File: src/rtl/gfx_fragment64.sv
// Fragment stage: optionally fetches a texel over the 64-bit texture bus,
// applies colorkey discard and hands the pixel to the blender.
module gfx_fragment64 #(
  parameter int point_width = 16
) (
  input  logic                   clk_i,
  input  logic                   rst_i,
  input  logic                   texture_enable_i,
  input  logic                   colorkey_enable_i,
  input  logic [31:0]            colorkey_i,
  input  logic [1:0]             color_depth_i,
  input  logic [31:3]            tex0_base_i,
  input  logic [point_width-1:0] tex0_size_x_i,
  input  logic [point_width-1:0] tex0_size_y_i,
  input  logic [point_width-1:0] pixel_x_i,
  input  logic [point_width-1:0] pixel_y_i,
  input  logic [point_width-1:0] pixel_z_i,
  input  logic [point_width-1:0] u_i,
  input  logic [point_width-1:0] v_i,
  input  logic [7:0]             a_i,
  input  logic [31:0]            color_i,
  input  logic                   write_i,
  output logic                   ack_o,
  output logic [31:3]            texture_addr_o,
  output logic [7:0]             texture_sel_o,
  output logic                   texture_request_o,
  input  logic                   texture_ack_i,
  input  logic [63:0]            texture_data_i,
  output logic [point_width-1:0] pixel_x_o,
  output logic [point_width-1:0] pixel_y_o,
  output logic [point_width-1:0] pixel_z_o,
  output logic [31:0]            color_o,
  output logic [7:0]             a_o,
  output logic                   write_o,
  input  logic                   ack_i
);

  typedef enum logic [1:0] {
    ST_WAIT     = 2'd0,
    ST_TEX_READ = 2'd1,
    ST_WRITE    = 2'd2
  } state_t;

  state_t                 r_state;
  logic [point_width-1:0] r_x;
  logic [point_width-1:0] r_y;
  logic [point_width-1:0] r_z;
  logic [point_width-1:0] r_u;
  logic [point_width-1:0] r_v;
  logic [7:0]             r_a;
  logic [31:0]            r_color;
  logic                   r_write;
  logic                   r_ack;
  logic                   r_texReq;

  logic [31:0] w_offsetRaw;
  logic [31:0] w_offset;
  logic [2:0]  w_lsb;
  logic [31:3] w_texAddr;
  logic [31:0] w_texel;
  logic [31:0] w_keyMasked;
  logic        w_keyHit;
  logic        w_outOfRange;

  // Texel index scaled to a byte offset by the texel size of the active depth.
  always_comb begin
    w_offsetRaw = 32'(r_v) * 32'(tex0_size_x_i) + 32'(r_u);
    case (color_depth_i)
      2'b00:   w_offset = w_offsetRaw;
      2'b01:   w_offset = w_offsetRaw << 1;
      default: w_offset = w_offsetRaw << 2;
    endcase
    w_lsb     = w_offset[2:0];
    w_texAddr = tex0_base_i + w_offset[31:3];
  end

  // Lane select within the 64-bit word; colorkey compared at the same width.
  always_comb begin
    w_texel     = '0;
    w_keyMasked = '0;
    case (color_depth_i)
      2'b00: begin
        w_texel     = {24'd0, texture_data_i[{w_lsb, 3'b000} +: 8]};
        w_keyMasked = {24'd0, colorkey_i[7:0]};
      end
      2'b01: begin
        w_texel     = {16'd0, texture_data_i[{w_lsb[2:1], 4'b0000} +: 16]};
        w_keyMasked = {16'd0, colorkey_i[15:0]};
      end
      default: begin
        w_texel     = texture_data_i[{w_lsb[2], 5'b00000} +: 32];
        w_keyMasked = colorkey_i;
      end
    endcase
    w_keyHit     = colorkey_enable_i && (w_texel == w_keyMasked);
    w_outOfRange = (u_i >= tex0_size_x_i) || (v_i >= tex0_size_y_i);
  end

  always_ff @(posedge clk_i or posedge rst_i) begin
    if (rst_i) begin
      r_state  <= ST_WAIT;
      r_x      <= '0;
      r_y      <= '0;
      r_z      <= '0;
      r_u      <= '0;
      r_v      <= '0;
      r_a      <= '0;
      r_color  <= '0;
      r_write  <= 1'b0;
      r_ack    <= 1'b0;
      r_texReq <= 1'b0;
    end else begin
      r_write <= 1'b0;
      r_ack   <= 1'b0;
      case (r_state)
        ST_WAIT: begin
          if (write_i) begin
            r_x <= pixel_x_i;
            r_y <= pixel_y_i;
            r_z <= pixel_z_i;
            r_u <= u_i;
            r_v <= v_i;
            r_a <= a_i;
            if (!texture_enable_i) begin
              r_color <= color_i;
              r_write <= 1'b1;
              r_state <= ST_WRITE;
            end else if (w_outOfRange) begin
              r_color <= '0;
              r_write <= 1'b1;
              r_state <= ST_WRITE;
            end else begin
              r_texReq <= 1'b1;
              r_state  <= ST_TEX_READ;
            end
          end
        end
        ST_TEX_READ: begin
          if (texture_ack_i) begin
            r_texReq <= 1'b0;
            if (w_keyHit) begin
              r_ack   <= 1'b1;
              r_state <= ST_WAIT;
            end else begin
              r_color <= w_texel;
              r_write <= 1'b1;
              r_state <= ST_WRITE;
            end
          end
        end
        ST_WRITE: begin
          if (ack_i) begin
            r_ack   <= 1'b1;
            r_state <= ST_WAIT;
          end
        end
        default: r_state <= ST_WAIT;
      endcase
    end
  end

  // Address is only driven while a read is outstanding so reset leaves it at zero.
  assign texture_addr_o    = r_texReq ? w_texAddr : '0;
  assign texture_sel_o     = 8'hFF;
  assign texture_request_o = r_texReq;
  assign ack_o             = r_ack;
  assign write_o           = r_write;
  assign color_o           = r_color;
  assign a_o               = r_a;
  assign pixel_x_o         = r_x;
  assign pixel_y_o         = r_y;
  assign pixel_z_o         = r_z;

endmodule

File: config.mk
export PLATFORM = sky130hd
export DESIGN_NAME = gfx_fragment64
export DESIGN_NICKNAME = d
export VERILOG_FILES = /design/src/rtl/gfx_fragment64.sv
export SDC_FILE = /design/constraint.sdc
export NUM_CORES = 1
export LEC_CHECK = 0
export CAP_MARGIN = 20
export CELL_PAD_IN_SITES_DETAIL_PLACEMENT = 2
export CELL_PAD_IN_SITES_GLOBAL_PLACEMENT = 2
export CORE_MARGIN = 4
export CORE_UTILIZATION = 34
export DETAILED_ROUTE_END_ITERATION = 10
export PLACE_DENSITY = 0.94
export SYNTH_ARGS = -nofsm -noshare
export SYNTH_HDL_FRONTEND = slang
export SYNTH_SLANG_ARGS = --single-unit
export TNS_END_PERCENT = 50
File: constraint.sdc
create_clock -name clk_i -period 36.6 [get_ports clk_i]
set_input_delay 7.32 -clock clk_i [delete_from_list [all_inputs] [get_ports clk_i]]
set_output_delay 7.32 -clock clk_i [all_outputs]
set_load 0.01 [all_outputs]
After elaboration in Yosys (flattened, before gate mapping)
Cells that the tools add are included.

Input port bits: 286. Logic and storage cells: 71. Bits in registers: 125. Output and inout bits: 128.

Reduce and logical (&&, ||, !) cells: 9. Add/subtract/negate cells: 2. $mul: 1. Order comparisons: 2. Equality and inequality tests: 11. Mux-type cells: 32. Shift-type cells: 3.

Operators with widths (count): $pmux W32 S2 (4); $mux W32 (5); $shiftx A64 B7 Y16 (1); $shiftx A64 B7 Y32 (1); $shiftx A64 B7 Y8 (1); $add A32 B16 Y32 (1); $eq A32 B32 Y1 (1); $ge A16 B16 Y1 (2); $mul A16 B16 Y32 (1); $add A29 B29 Y29 (1); $mux W29 (1); $mux W1 (12); $mux W2 (6); $ne A2 B2 Y1 const B (6); $reduce_and A5 Y1 (2); $pmux W1 S2 (3); $pmux W2 S3 (1); $eq A2 B1 Y1 const B (2); $logic_not A2 Y1 (2); $ne A3 B3 Y1 const B (1); $reduce_and A3 Y1 (1); $eq A2 B2 Y1 const B (1); $reduce_and A2 Y1 (1); $reduce_bool A2 Y1 (1); 2 further kinds (2).

Depth between registers and ports, before layout
Gate-level depths: netlist of the first run.

Word-level depth: 10. Mapped depth: 35. Depth with buffers taken out: 32.

Worst setup path after synthesis of the first run
No wires, ideal clock.

Path type: input port to output port. Start: in tex0_size_x_i[7]. End: out texture_addr_o[29] in the netlist's numbering. Buffers on the path: 3. Stages on the path: 34. Arrival: 15.185 ns. Slack: 14.095 ns. Data required time: 29.280 ns. Cells stage by stage: clkbuf_1 -> clkbuf_1 -> nand2_1 -> fa_1 -> inv_1 -> fa_1 -> inv_1 -> fa_1 -> inv_1 -> fa_1 -> fa_1 -> inv_1 -> fa_1 -> inv_1 -> ha_1 -> clkbuf_1 -> a21o_1 -> a2111oi_0 -> a21boi_0 -> o31a_1 -> o21ai_0 -> a21oi_1 -> xnor2_1 -> a211oi_1 -> a21oi_1 -> ha_1 -> a21o_1 -> a21oi_1 -> nand2_1 -> or4b_2 -> a31oi_1 -> o21ai_0 -> xor2_1 -> and2_1.

Cells in the longest elaborated chain, start to end: 5.

RTL lines: from (decl) (RTL line 13) `input logic [point_width-1:0] tex0_size_x_i,`; $mul A16 B16 Y32 (RTL line 67) `w_offsetRaw = 32'(r_v) * 32'(tex0_size_x_i) + 32'(r_u);`; $add A32 B16 Y32 (RTL line 67); $pmux W32 S2 (RTL line 68) `case (color_depth_i)`; $add A29 B29 Y29 (RTL line 74) `w_texAddr = tex0_base_i + w_offset[31:3];`; $mux W29 (RTL line 163) `assign texture_addr_o = r_texReq ? w_texAddr : '0;`; to (decl) (RTL line 24) `output logic [31:3] texture_addr_o,`.

No other way between the ends.

Worst setup path in the final report of the first run
Same ends and word-level chain as after synthesis.

==> results.md, run 1 <==
* Slew @ Worst Pin at 1.05 ns
* Worst Path Arrival at roughly 18 ns
* Setup_tns at 0 ns
* Die X-Extent at roughly 250 um
* DRT Pass-1 Iters at 6
* Crit path time final at roughly 25 ns
* Nets@finish at between 3000 and 4000
* Post-CTS setup buffers at 0
* CP Launch Type: primary input
* Final setup violation count at 0
* # clock sinks at between 100 and 150
* Area of the die at roughly 0.063 mm2
* Num CTS Buffers at 17
* Die height at 251 um
* CP max FO at 17
* YS warnings at 0
* # IOs at about 410
* Routed Antenna Nets at 0
* HP Start: pixel_y_o[2]$_DFFE_PP0P_
* Rel. slew slack at between 20 and 30%
* Worst min-delay path class: register to register
* Post-CTS Hold Fix Bufs at 0
* Slowest stage delay, CP at roughly 1 ns
* Status: complete, no violations
* Port bufs at roughly 410
* Initial Utilization at between 30% and 40%
* Crit share post-route at 68.3%
* Share of post-route cells with drive strength above 1 at between 7 and 8%
* Most frequent cells in the layout: clkdlybuf4s50_1 (403), inv_1 (375), nand2_1 (266), fa_1 (211), ha_1 (168)
* Seq/Total Area, Yosys at 15.5%
* Cell Rows at 88
* Worst hold path depth at 1
* Drt initial violations at about 1400
* Syn-to-layout area delta at 26.0%
* Synth Cell Area at 0.0201 mm2
* Core area at roughly 0.058 mm2
* Worst-path clk slew at about 0.060 ns
* RSZ-0062 raised after global routing: no
* H-tree levels at 4
* Clock Tree Buf Depth at 2
* R2R depth at 16
* Global Route Usage Sum at about 31%
* Largest net degree at the start of global routing at between 60 and 70
* Setup CP Type: primary input to output port
* Hold endpoint: pixel_y_o[2]$_DFFE_PP0P_
* Congestion Overflow GR at 0
* Yosys cell types at 90
* Crit Reg-Reg Endpoint: color_o[29]$_DFFE_PP0P_
* Drt via density at around 5.7
* Cells after Synth at between 2000 and 2500
* Slew Limit Fails at 0
* WHS at between 0.5 and 0.6 ns
* Layout fillers at around 6400
* Vias in the first global route at 23000
* Synthesized area per cell at 8.65 um2
* First-pass GRT wire length at approximately 150 mm
* Max Cap Viol at 0
* Top_reg_cell synth: dfrtp_1
* DP HPWL at 81.4 mm
* Number of flops mapped to enable cells by yosys at 0
* Placer congestion estimate at 0.957
* Worst r2r src: r_v[2]$_DFFE_PP0P_
* CTS tree: done
* Final hold violations at 0
* Commonest non-fill, non-tap cell in the layout: clkdlybuf4s50_1
* Drt total wl at about 100 mm
* DR vias at 19800
* Crit. End Element: output port
* Skew final at about 0.013 ns
* Slowest cell on crit path: clkdlybuf4s50_1
* Most used cell, CP: fa_1
* Flop-to-flop setup slack at roughly 30 ns
* CTS resizes at 0
* Clk Latency, worst-skew pair at about 0.46 ns
* CTS root buffer: clkbuf_16
* Fraction of registers with async set/reset at 100%
* Initial antenna violation count at 14
* Fmax at 40.0 MHz
* Required @ worst endpoint at slightly below 30 ns
* Wire per inst at 28.8 um
* Post-route DRC violation count at 0
* Flops & latches, synth at 125
## final cells by class
class | instances | area, um2 | area share, %
Timing Repair Buffer | 424 | 4210 | 16.6
Clock inverter | 15 | 170 | 0.671
Inverter | 376 | 1410 | 5.57
Sequential cell | 125 | 3130 | 12.3
Antenna cell | 8 | 20.0 | 0.0789
Multi-Input combinational cell | 1712 | 15000 | 59.3
Clock buffer | 17 | 425 | 1.68
Tap cell | 765 | 957 | 3.77
## layer usage
metal	track usage, %	vias up	routed length (um)
met5	0	-	82
met4	14.8	12	5330
met3	5.35	284	5560
met2	56.5	800	52400
met1	33.8	10200	35800
li1	-	8456	-
## Yosys cell counts, drive strengths merged (12+ instances only)
library cell | number | area [um2]
nor2 | 72 | 273
a211oi | 21 | 158
o21ai | 112 | 572
a31oi | 19 | 134
nand2b | 16 | 100
or3 | 13 | 81.3
and2 | 141 | 885
xor2 | 18 | 158
xnor2 | 36 | 315
fa | 211 | 4220
nor2b | 29 | 181
o22ai | 12 | 75.1
inv | 376 | 1410
mux2i | 60 | 604
ha | 169 | 2110
nand4 | 17 | 106
a222oi | 18 | 180
buf | 47 | 309
clkbuf | 75 | 282
a21o | 24 | 180
nand3 | 34 | 170
dfrtp | 125 | 3130
mux2 | 109 | 1260
a21oi | 88 | 440
nor3 | 27 | 135
nand2 | 267 | 1000
a221oi | 14 | 129
## logic make-up after synthesis
family | count (synthesis) | synth area share [%]
buf+inv | 498 | 9.95
simple gates | 670 | 16.6
flops | 125 | 15.5
mux | 169 | 9.29
fa+ha+maj | 380 | 31.5
other cells | 1 | 0.0186
xor+xnor | 54 | 2.35
compound gates | 431 | 14.8
## registers in the layout (all words and copies together), names as in the netlist
signal,flops
color_o,32
pixel_x_o,16
pixel_y_o,16
pixel_z_o,16
r_u,16
r_v,16
a_o,8
r_state,2
ack_o,1
texture_request_o,1
write_o,1
## critical path, delay by kind of cell
kind	cells	cell delay, ns
xor+xnor	2	0.43
simple gates	6	1.34
buf+inv	7	1.85
fa+ha+maj	8	3.88
compound gates	10	2.81
## metrics by stage
stage	area (um2)	utilization [%]	setup slack (ns)	cells
final	25400	43.6	11.62	3442
after CTS	25300	43.5	11.76	3430
after global placement	24700	42.5	12.44	3398
after detailed placement	24700	42.5	11.79	3398
after global routing	25400	43.6	11.19	3441
after floorplan	20200	-	14.09	2335
## worst max-delay path by stage
stage | slack [ns] | endpoint | startpoint
final | 11.62 | texture_addr_o[29] | tex0_size_x_i[7]
after global routing | 11.19 | texture_addr_o[29] | tex0_size_x_i[7]
after CTS | 11.76 | texture_addr_o[29] | tex0_size_x_i[7]
after detailed placement | 11.79 | texture_addr_o[29] | tex0_size_x_i[7]
after global placement | 12.44 | texture_addr_o[31] | tex0_size_x_i[7]
after floorplan | 14.09 | texture_addr_o[29] | tex0_size_x_i[7]
Power of run 1 is not shown: default switching activity piles up to over one toggle a cycle in this logic, so the estimate is an artifact.
==> run 2: changes to the inputs <==
--- a/config.mk
+++ b/config.mk
@@ -9,9 +9,9 @@
 export CELL_PAD_IN_SITES_DETAIL_PLACEMENT = 2
 export CELL_PAD_IN_SITES_GLOBAL_PLACEMENT = 2
 export CORE_MARGIN = 4
-export CORE_UTILIZATION = 34
+export CORE_UTILIZATION = 32
 export DETAILED_ROUTE_END_ITERATION = 10
-export PLACE_DENSITY = 0.94
+export PLACE_DENSITY = 0.89
 export SYNTH_ARGS = -nofsm -noshare
 export SYNTH_HDL_FRONTEND = slang
 export SYNTH_SLANG_ARGS = --single-unit
==> constraint.sdc (replaced) <==
create_clock -name clk_i -period 25.1 [get_ports clk_i]
set_input_delay 5.02 -clock clk_i [delete_from_list [all_inputs] [get_ports clk_i]]
set_output_delay 5.02 -clock clk_i [all_outputs]
set_load 0.01 [all_outputs]
==> run 2 against run 1 <==
Design area rose by 0.21%. Setup slack got worse by 7.0 ns. Utilization fell by 2.6 points. Critical endpoint unchanged. Clock-buffer cell count did not move.
==> results.md, run 2 (synthesized netlist as in run 1, its figures left out) <==
* CTS tree: done (unchanged)
* Status: complete, no violations (unchanged)
* Core area at 0.0619 mm2 (was 0.0581 mm2)
* Most used cell, CP: fa_1 (unchanged)
* Setup CP Type: primary input to output port (unchanged)
* Crit path time final at approximately 20 ns
* Crit share post-route at 81.5%
* Worst min-delay path class: register to register (unchanged)
* Crit. End Element: output port (unchanged)
* Drt initial violations at 1217 (was 1403)
* DP HPWL at 78.6 mm (was 81.4 mm)
* Port bufs at 405 (unchanged)
* Fmax at 48.9 MHz
* Initial Utilization at 32.5% (was 34.6%)
* First-pass GRT wire length at 144 mm (was 147 mm)
* # clock sinks at 125 (unchanged)
* Post-route DRC violation count at 0 (unchanged)
* Largest net degree at the start of global routing at 70 (was 68)
* Num CTS Buffers at 17 (unchanged)
* Vias in the first global route at 22900 (was 23000)
* HP Start: pixel_x_o[4]$_DFFE_PP0P_ (was pixel_y_o[2]$_DFFE_PP0P_)
* Commonest non-fill, non-tap cell in the layout: clkdlybuf4s50_1 (unchanged)
* CTS root buffer: clkbuf_16 (unchanged)
* # IOs at 414 (unchanged)
* Required @ worst endpoint at 20.08 ns (was 29.28 ns)
* Clk Latency, worst-skew pair at 0.44 ns (was 0.46 ns)
* Cell Rows at 91 (was 88)
* Clock Tree Buf Depth at 2 (unchanged)
* Slew @ Worst Pin at 1.16 ns (was 1.05 ns)
* Final Cell Area at 0.0254 mm2 (about the same)
* DRT Pass-1 Iters at 7 (was 6)
* Worst-path clk slew at 0.06 ns (about the same)
* Max Cap Viol at 0 (unchanged)
* Worst hold path depth at 1 (unchanged)
* Worst r2r src: r_v[2]$_DFFE_PP0P_ (unchanged)
* Placer congestion estimate at 0.936 (was 0.957)
* Max reg flops at 32 (unchanged)
* CP max FO at 17 (unchanged)
* Initial antenna violation count at 10 (was 14)
* Post-placement cell area at 0.0248 mm2 (was 0.0247 mm2)
* Final setup violation count at 0 (unchanged)
* Area of the die at 0.0670 mm2 (was 0.0632 mm2)
* Die X-Extent at 259 um (was 251 um)
* R2R depth at 15 (was 16)
* Die height at 259 um (was 251 um)
* H-tree levels at 4 (unchanged)
* Worst Path Arrival at 15.43 ns (was 17.66 ns)
* Slowest stage delay, CP at 1.01 ns (about the same)
* Slew Limit Fails at 0 (unchanged)
* DR vias at 19600 (was 19800)
* Final hold violations at 0 (unchanged)
* CP Launch Type: primary input (unchanged)
* Congestion Overflow GR at 0 (unchanged)
* Post-CTS setup buffers at 0 (unchanged)
* Setup_tns at 0 ns (unchanged)
* Wire per inst at 27.3 um (was 28.8 um)
* Routed Antenna Nets at 0 (unchanged)
* Critical path origin: tex0_size_x_i[8] (was tex0_size_x_i[7])
* Drt total wl at 95.7 mm (was 99.2 mm)
* Most frequent cells in the layout: clkdlybuf4s50_1 (403), inv_1 (375), nand2_1 (266), fa_1 (211), ha_1 (168) (unchanged)
* Rel. slew slack at 20.6% (was 28.9%)
* Post-CTS Hold Fix Bufs at 0 (unchanged)
* Skew final at 0.0141 ns (was 0.0125 ns)
* CTS resizes at 0 (unchanged)
* Global Route Usage Sum at 27.9% (was 30.6%)
* Share of post-route cells with drive strength above 1 at 7.16% (was 7.23%)
* Nets@finish at 3319 (was 3322)
* Slowest cell on crit path: clkdlybuf4s50_1 (unchanged)
* Drt via density at 5.59 (was 5.74)
* Syn-to-layout area delta at 26.3% (was 26.0%)
* RSZ-0062 raised after global routing: no (unchanged)
run 2: path summary, 6_finish.rpt:
path	end	slack (ns)
worst min register to register	pixel_x_o[4]$_DFFE_PP0P_	0.51
worst max register to register	color_o[31]$_DFFE_PP0P_	17.88
min in group asynchronous	pixel_y_o[11]$_DFFE_PP0P_	5.08
worst max-delay path	texture_addr_o[29]	4.65
max in group asynchronous	color_o[10]$_DFFE_PP0P_	18.54
worst min-delay path	pixel_x_o[4]$_DFFE_PP0P_	0.51
run 2: critical path, delay by kind of cell:
kind / cells / cell delay [ns]
xor gates and xnor gates: 2 / 0.28
and+or+nand+nor: 4 / 1.13
buffers and inverters: 7 / 1.86
adders and majority gates: 8 / 3.90
AOI/OAI and AO/OA: 12 / 3.20
run 2: layout make-up:
| type | instances | area [um2] |
|---|---|---|
| Fill cell | 6897 | 36500 |
| Timing Repair Buffer | 421 | 4170 |
| Tap cell | 837 | 1050 |
| Antenna cell | 7 | 17.5 |
| Clock buffer | 17 | 425 |
| Inverter | 376 | 1410 |
| Clock inverter | 15 | 171 |
| Sequential cell | 125 | 3130 |
| Multi-Input combinational cell | 1712 | 15000 |
run 2: stage by stage:
| stage | util [%] | setup WS [ns] | cells | hold WS, ns |
|---|---|---|---|---|
| 6_report | 41.0 | 4.65 | 3510 | 0.511 |
| 5_1_grt | 41.0 | 4.21 | 3508 | 0.528 |
| 4_1_cts | 41.0 | 4.68 | 3502 | 0.513 |
| 3_5_place_dp | 40.0 | 4.72 | 3470 | 0.497 |
| 3_3_place_gp | 40.0 | 5.38 | 3469 | 0.482 |
| 2_1_floorplan | - | 7.19 | 2335 | 0.456 |
run 2: metal layers:
metal / GRT usage, % / share of wire, % / up-vias
li1: - / - / 8450
met1: 31.4 / 38 / 10300
met2: 51.8 / 53 / 684
met3: 4.12 / 4.5 / 220
met4: 12.8 / 4.9 / 6
met5: 0 / 0.043 / -
Power of run 2 is left out for the same reason.
